### config.mk
export PLATFORM = sky130hd
export DESIGN_NAME = mode_request_gen_flat
export DESIGN_NICKNAME = d
export VERILOG_FILES = /design/src/rtl/mode_pkg.sv /design/src/rtl/mode_request_gen_if.sv /design/src/rtl/mode_request_gen_debounce.sv /design/src/rtl/mode_request_gen.sv /design/src/flat_wrapper.sv
export SDC_FILE = /design/constraint.sdc
export NUM_CORES = 1
export LEC_CHECK = 0
export CORE_MARGIN = 2
export CORE_UTILIZATION = 45
export CTS_CLUSTER_SIZE = 28
export DETAILED_ROUTE_END_ITERATION = 6
export GPL_ROUTABILITY_DRIVEN = 0
export GPL_TIMING_DRIVEN = 1
export MAX_ROUTING_LAYER = met4
export SYNTH_ARGS = -nofsm -noshare
export SYNTH_HDL_FRONTEND = slang
export SYNTH_SLANG_ARGS = --single-unit
export TNS_END_PERCENT = 20
### constraint.sdc
create_clock -name clk -period 6 [get_ports clk]
set_clock_uncertainty 0.2 [all_clocks]
set_input_delay 0.6 -clock clk [delete_from_list [all_inputs] [get_ports clk]]
set_output_delay 0.6 -clock clk [all_outputs]
set_load 0.005 [all_outputs]
### src/rtl/mode_pkg.sv
// Shared definitions for the system mode controller and its request front-end.
// Holds the controller mode encoding, the request FSM states and button indices.
package mode_pkg;

  typedef enum logic [1:0] {
    EDIT = 2'd0,
    PLAY = 2'd1,
    RAW  = 2'd2
  } sysmode_t;

  typedef enum logic [1:0] {
    IDLE     = 2'd0,
    ISSUE    = 2'd1,
    WAIT_ACK = 2'd2
  } req_state_t;

  localparam int BTN_EDIT = 0;
  localparam int BTN_PLAY = 1;
  localparam int BTN_RAW  = 2;
  localparam int NUM_BTN  = 3;

  // Fixed priority edit > play > raw, identical to the controller's own priority.
  function automatic sysmode_t pick_target(input logic [NUM_BTN-1:0] pend);
    sysmode_t sel;
    sel = RAW;
    if (pend[BTN_EDIT])      sel = EDIT;
    else if (pend[BTN_PLAY]) sel = PLAY;
    return sel;
  endfunction

  function automatic logic [NUM_BTN-1:0] mode_onehot(input sysmode_t m);
    logic [NUM_BTN-1:0] oh;
    oh = '0;
    case (m)
      EDIT:    oh[BTN_EDIT] = 1'b1;
      PLAY:    oh[BTN_PLAY] = 1'b1;
      RAW:     oh[BTN_RAW]  = 1'b1;
      default: oh = '0;
    endcase
    return oh;
  endfunction

endpackage

### src/rtl/mode_request_gen_if.sv
// Button / controller-facing bundle of the mode request generator.
// master = the request generator, slave = the board plus mode controller side.
interface mode_request_gen_if;

  logic       btn_edit;
  logic       btn_play;
  logic       btn_raw;
  logic [1:0] mode;
  logic       set_edit;
  logic       set_play;
  logic       set_raw;
  logic       busy;
  logic       req_err;

  modport master (
    input  btn_edit, btn_play, btn_raw, mode,
    output set_edit, set_play, set_raw, busy, req_err
  );

  modport slave (
    output btn_edit, btn_play, btn_raw, mode,
    input  set_edit, set_play, set_raw, busy, req_err
  );

endinterface

### src/rtl/mode_request_gen_debounce.sv
// One push-button: 2-flop synchronizer, stable-count debounce and a registered
// single-cycle pulse on each accepted rising level change.
module btn_debounce #(
  parameter int DEBOUNCE_CYCLES = 500000
) (
  input  logic clk,
  input  logic rst_n,
  input  logic i_btn,
  output logic o_rise
);

  localparam int               CNT_W    = $clog2(DEBOUNCE_CYCLES);
  localparam logic [CNT_W-1:0] CNT_LAST = CNT_W'(DEBOUNCE_CYCLES - 1);

  logic             r_sync1;
  logic             r_sync2;
  logic             r_level;
  logic             r_rise;
  logic [CNT_W-1:0] r_cnt;
  logic             w_differ;
  logic             w_accept;

  assign w_differ = r_sync2 ^ r_level;
  assign w_accept = w_differ && (r_cnt == CNT_LAST);

  // NOTE: flops use non-blocking assignments so every one samples pre-edge values.
  always_ff @(posedge clk or negedge rst_n) begin
    if (!rst_n) begin
      r_sync1 <= 1'b0;
      r_sync2 <= 1'b0;
      r_level <= 1'b0;
      r_rise  <= 1'b0;
      r_cnt   <= '0;
    end else begin
      r_sync1 <= i_btn;
      r_sync2 <= r_sync1;
      r_rise  <= w_accept && !r_level;
      if (!w_differ || w_accept) r_cnt <= '0;
      else                       r_cnt <= r_cnt + 1'b1;
      if (w_accept) r_level <= ~r_level;
    end
  end

  assign o_rise = r_rise;

endmodule

### src/rtl/mode_request_gen.sv
// Turns three bouncy buttons into single-cycle set_* requests for the mode
// controller, watches mode for the acknowledge and flags timeouts on req_err.
module mode_request_gen
  import mode_pkg::*;
#(
  parameter int DEBOUNCE_CYCLES = 500000,
  parameter int ACK_TIMEOUT     = 8
) (
  input logic                clk,
  input logic                rst_n,
  mode_request_gen_if.master bus
);

  localparam int                WAIT_W    = (ACK_TIMEOUT > 1) ? $clog2(ACK_TIMEOUT) : 1;
  localparam logic [WAIT_W-1:0] WAIT_LAST = WAIT_W'(ACK_TIMEOUT - 1);

  logic [NUM_BTN-1:0] w_btn_in;
  logic [NUM_BTN-1:0] w_rise;
  logic [NUM_BTN-1:0] r_pend;
  logic [NUM_BTN-1:0] w_pend_clr;

  req_state_t         r_state;
  req_state_t         w_next;
  sysmode_t           r_target;
  sysmode_t           w_sel;
  logic [WAIT_W-1:0]  r_wait_cnt;
  logic               w_sel_match;
  logic               w_ack;
  logic               w_timeout;

  logic [NUM_BTN-1:0] w_set;
  logic               w_busy;
  logic               w_err;
  logic [NUM_BTN-1:0] r_set;
  logic               r_busy;
  logic               r_err;

  assign w_btn_in[BTN_EDIT] = bus.btn_edit;
  assign w_btn_in[BTN_PLAY] = bus.btn_play;
  assign w_btn_in[BTN_RAW]  = bus.btn_raw;

  for (genvar g = 0; g < NUM_BTN; g++) begin : g_btn
    btn_debounce #(
      .DEBOUNCE_CYCLES(DEBOUNCE_CYCLES)
    ) u_debounce (
      .clk   (clk),
      .rst_n (rst_n),
      .i_btn (w_btn_in[g]),
      .o_rise(w_rise[g])
    );
  end

  assign w_sel       = pick_target(r_pend);
  assign w_sel_match = (bus.mode == w_sel);
  assign w_ack       = (bus.mode == r_target);
  assign w_timeout   = (r_wait_cnt == WAIT_LAST);

  always_ff @(posedge clk or negedge rst_n) begin
    if (!rst_n) r_state <= IDLE;
    else        r_state <= w_next;
  end

  always_comb begin
    w_next = r_state;
    case (r_state)
      IDLE:     if (|r_pend && !w_sel_match) w_next = ISSUE;
      ISSUE:    w_next = WAIT_ACK;
      WAIT_ACK: if (w_ack || w_timeout) w_next = IDLE;
      default:  w_next = IDLE;
    endcase
  end

  // NOTE: every combinational output gets a default first so no latch is inferred.
  always_comb begin
    w_set      = '0;
    w_busy     = 1'b0;
    w_err      = 1'b0;
    w_pend_clr = '0;
    case (r_state)
      IDLE: begin
        // A request for the mode already in force is simply dropped.
        if (|r_pend && w_sel_match) w_pend_clr = mode_onehot(w_sel);
      end
      ISSUE: begin
        w_set      = mode_onehot(r_target);
        w_pend_clr = mode_onehot(r_target);
        w_busy     = 1'b1;
      end
      WAIT_ACK: begin
        w_busy = 1'b1;
        w_err  = !w_ack && w_timeout;
      end
      default: ;
    endcase
  end

  // A fresh press wins over a clear in the same cycle, so it is never lost.
  always_ff @(posedge clk or negedge rst_n) begin
    if (!rst_n) begin
      r_pend     <= '0;
      r_target   <= EDIT;
      r_wait_cnt <= '0;
    end else begin
      r_pend <= (r_pend & ~w_pend_clr) | w_rise;
      if (r_state == IDLE) r_target <= w_sel;
      if (r_state == WAIT_ACK) r_wait_cnt <= r_wait_cnt + 1'b1;
      else                     r_wait_cnt <= '0;
    end
  end

  always_ff @(posedge clk or negedge rst_n) begin
    if (!rst_n) begin
      r_set  <= '0;
      r_busy <= 1'b0;
      r_err  <= 1'b0;
    end else begin
      r_set  <= w_set;
      r_busy <= w_busy;
      r_err  <= w_err;
    end
  end

  assign bus.set_edit = r_set[BTN_EDIT];
  assign bus.set_play = r_set[BTN_PLAY];
  assign bus.set_raw  = r_set[BTN_RAW];
  assign bus.busy     = r_busy;
  assign bus.req_err  = r_err;

endmodule

### src/flat_wrapper.sv
// flat-port wrapper written by rule: the top's interface ports become plain ports
module mode_request_gen_flat import mode_pkg::*;
#(
  parameter int DEBOUNCE_CYCLES = 500000,
  parameter int ACK_TIMEOUT     = 8
)
  (clk, rst_n, bus_btn_edit, bus_btn_play, bus_btn_raw, bus_mode, bus_set_edit, bus_set_play, bus_set_raw, bus_busy, bus_req_err);
  mode_request_gen_if bus_i ();
  input logic clk;
  input logic rst_n;
  input wire logic [$bits(bus_i.btn_edit)-1:0] bus_btn_edit;
  input wire logic [$bits(bus_i.btn_play)-1:0] bus_btn_play;
  input wire logic [$bits(bus_i.btn_raw)-1:0] bus_btn_raw;
  input wire logic [$bits(bus_i.mode)-1:0] bus_mode;
  output wire logic [$bits(bus_i.set_edit)-1:0] bus_set_edit;
  output wire logic [$bits(bus_i.set_play)-1:0] bus_set_play;
  output wire logic [$bits(bus_i.set_raw)-1:0] bus_set_raw;
  output wire logic [$bits(bus_i.busy)-1:0] bus_busy;
  output wire logic [$bits(bus_i.req_err)-1:0] bus_req_err;
  assign bus_i.btn_edit = bus_btn_edit;
  assign bus_i.btn_play = bus_btn_play;
  assign bus_i.btn_raw = bus_btn_raw;
  assign bus_i.mode = bus_mode;
  assign bus_set_edit = bus_i.set_edit;
  assign bus_set_play = bus_i.set_play;
  assign bus_set_raw = bus_i.set_raw;
  assign bus_busy = bus_i.busy;
  assign bus_req_err = bus_i.req_err;
  mode_request_gen #(.DEBOUNCE_CYCLES(DEBOUNCE_CYCLES), .ACK_TIMEOUT(ACK_TIMEOUT)) u_core (.clk(clk), .rst_n(rst_n), .bus(bus_i));
endmodule
==> out/qor.csv <==
stage,metric,value,unit
outcome,status,"finished, final reports clean",
finish,multi_input_area,1720,µm²
yosys,yosysSeqAreaShare,53.5,%
drt,avgRoutedWirePerCell,13.7,µm
pwr,p_leak,1.79,nW
drt,routed_wl,6.88,mm
finish,final.fill_count,787,
finish,mostFrequentLayoutCell,dfrtp_1,
global_routing,grt_pass1_vias,2757,
yosys,syn_nets,392,
min_path,hp-class,reg2reg,
clocking,cts_setup_buffers,0,
pwr,peakVddDrop,0.118,mV
floorplan,initial_core_util,45.8,%
clocking,clock_sinks,84,
drt,via_per_inst,5.41,
floorplan,die-area,9500,µm²
yosys,synth-main-ff-cell,dfrtp_1,
setup_path,crit_path_end_kind,flop,
yosys,async_reset_ff_share,100,%
sta,fmax,0.396,GHz
finish,layout-drive-gt1-share,9.87,%
yosys,synth_area,3930,µm²
floorplan,core-area,8590,µm²
clocking,cts_buffer_depth,2,
sta,slew_headroom,20.2,%
pwr,p_per_area,281,nW/µm²
finish,layout_common_cells,"84 x dfrtp_1, 41 x nor2_1, 22 x nand2_1, 22 x xnor2_1",
finish,final_cells,503,
run,maxCapViolCount,0,
clocking,clkLatencyLatePin,0.35,ns
placed_design,hpwl,4.56,mm
sta,worst_slack,3.48,ns
sta,rsz0062_at_grt,false,
drt,drt_pre_antenna_iters,4,
yosys,synth.distinct_cells,43,
setup_path,critical_path.max_fanout,17,
pwr,total_power,0.00123,W
placed_design,pre_cts_ws,3.43,ns
global_routing,grt_use_total,16.4,%
clocking,cts_max_level,3,
clocking,root_buffer,clkbuf_8,
drt,drc,0,
clocking,path_clk_slew,0.08,ns
finish,regArea,2100,µm²
drt,vias,2722,
setup_path,startpoint_type,flop,
sta,post-route-min-period,2.52,ns
sta,setup_viol,0,
drt,drtIter0Drc,118,
floorplan,fp.dieH,97.5,µm
global_routing,antenna_found_initial,0,
finish,layout.nets,405,
global_routing,grt_pass1_wl,12.5,mm
setup_path,crit_chain,ha_1 > and4_1 > nand4_1 > o21ai_1 > nor2_1,
yosys,ys.warnings.count,0,
global_routing,grt_max_degree,85,
setup_path,arrival,2.51,ns
yosys,ys_ff_latch,84,
yosys,synth-edff-count,0,
yosys,syn_avg_cell_area,10.4,µm²
finish,synthToLayoutAreaGrowth,11.6,%
yosys,syn_inst,377,
setup_path,crit_type,reg2reg,
drt,antenna_left,0,
clocking,cts_tree,yes,
clocking,cts.repair.resized,0,
placed_design,place_inst,487,
setup_path,crit_required,5.98,ns
floorplan,ios,12,
clocking,cts_buffers,9,
setup_path,slowest_stage,o21ai_1,
setup_path,cp_slowest_stage_delay,0.96,ns
sta,hold_viol_final,0,
floorplan,die_x,97.5,µm
placed_design,numPortBuffers,11,
clocking,holdBufCountCts,0,
finish,n_antenna_cell,0,
sta,period_share,42.1,%
sta,tightest_slew,1.19,ns
global_routing,grt_overflow_total,0,
floorplan,rows,34,
sta,maxSlewViolCount,0,
sta,fin_tns_setup,0,ns
[report_power, final]
part	total, W	internal (W)	switching [W]
logic	0.000123	0.0000559	0.0000671
clock network	0.000500	0.000301	0.000199
registers	0.000611	0.000594	0.0000173
[logic make-up after synthesis]
kind of cell	synth area share, %
simple gates	23.9
flops	53.5
compound gates	7.95
xor+xnor	8.24
buf+inv	2.74
fa+ha+maj	2.55
mux	1.15
[metal layers]
layer / global-route usage, % / share of wire [%] / vias up
li1: - / - / 1360
met1: 21.2 / 50 / 1327
met5: - / 0 / -
met3: 4.53 / 3.4 / 5
met2: 25.3 / 46 / 30
met4: 4.91 / 0.86 / 0
[per-stage QoR]
stage               hold slack (ns)  instance area [µm²]  util (%)
floorplan                     0.104                 3930         -
global placement              0.139                 4130      48.1
detailed placement            0.146                 4130      48.1
CTS                           0.166                 4390      51.1
global route                  0.172                 4390      51.1
finish                        0.157                 4390      51.1
[layout make-up]
cell class / instances / area share (%)
flip-flops and latches: 84 / 47.9
multi-input cells: 267 / 39.3
clock buffers: 11 / 3.45
well taps: 108 / 3.08
repair buffers: 11 / 2.45
clock inverters: 5 / 2.42
inverters: 17 / 1.45
[critical path: cells and delay by family (launching register included)]
kind                       cells  cell delay, ns
AOI/OAI and AO/OA              1            0.96
adders and majority gates      1            0.23
DFF                            1            0.39
and+or+nand+nor                3            0.58
[worst paths after layout]
kind	startpoint	endpoint	slack, ns	cells after the start
min reg2reg	u_core.g_btn[0].u_debounce.r_sync1$_DFF_PN0_	u_core.g_btn[0].u_debounce.r_sync2$_DFF_PN0_	0.16	0
min	u_core.g_btn[0].u_debounce.r_sync1$_DFF_PN0_	u_core.g_btn[0].u_debounce.r_sync2$_DFF_PN0_	0.16	0
max reg2reg	u_core.g_btn[2].u_debounce.r_cnt[0]$_DFF_PN0_	u_core.g_btn[2].u_debounce.r_cnt[3]$_DFF_PN0_	3.48	5
max in group asynchronous	rst_n	u_core.g_btn[0].u_debounce.r_cnt[1]$_DFF_PN0_	4.71	1
min in group asynchronous	rst_n	u_core.g_btn[2].u_debounce.r_cnt[12]$_DFF_PN0_	0.22	1
max	u_core.g_btn[2].u_debounce.r_cnt[0]$_DFF_PN0_	u_core.g_btn[2].u_debounce.r_cnt[3]$_DFF_PN0_	3.48	5
[sequential cells by signal, indices dropped and copies added, names as in the netlist, 2 cells and up]
signal	count
u_core.g_btn.u_debounce.r_cnt	57
u_core.g_btn.u_debounce.o_rise	3
u_core.r_state	2
u_core.r_pend	3
u_core.r_set	3
u_core.g_btn.u_debounce.r_sync2	3
u_core.r_wait_cnt	3
u_core.r_target	2
u_core.g_btn.u_debounce.r_sync1	3
u_core.g_btn.u_debounce.r_level	3
[synth_stat cells (5+ instances only)]
cell / number / area (µm²)
dfrtp_1: 84 / 2100
nor2_1: 41 / 154
nand2_1: 22 / 82.6
xnor2_1: 22 / 193
a21oi_1: 17 / 85.1
inv_1: 17 / 63.8
nand3_1: 16 / 80.1
xor2_1: 15 / 131
nand4_1: 12 / 75.1
o21ai_0: 12 / 60.1
nor3_1: 11 / 55.1
or3_1: 11 / 68.8
nor4_1: 10 / 62.6
o31ai_1: 9 / 67.6
ha_1: 8 / 100
or4_1: 7 / 52.6
clkbuf_1: 5 / 18.8
nand2b_1: 5 / 31.3
(Power assumes the default switching activity.)
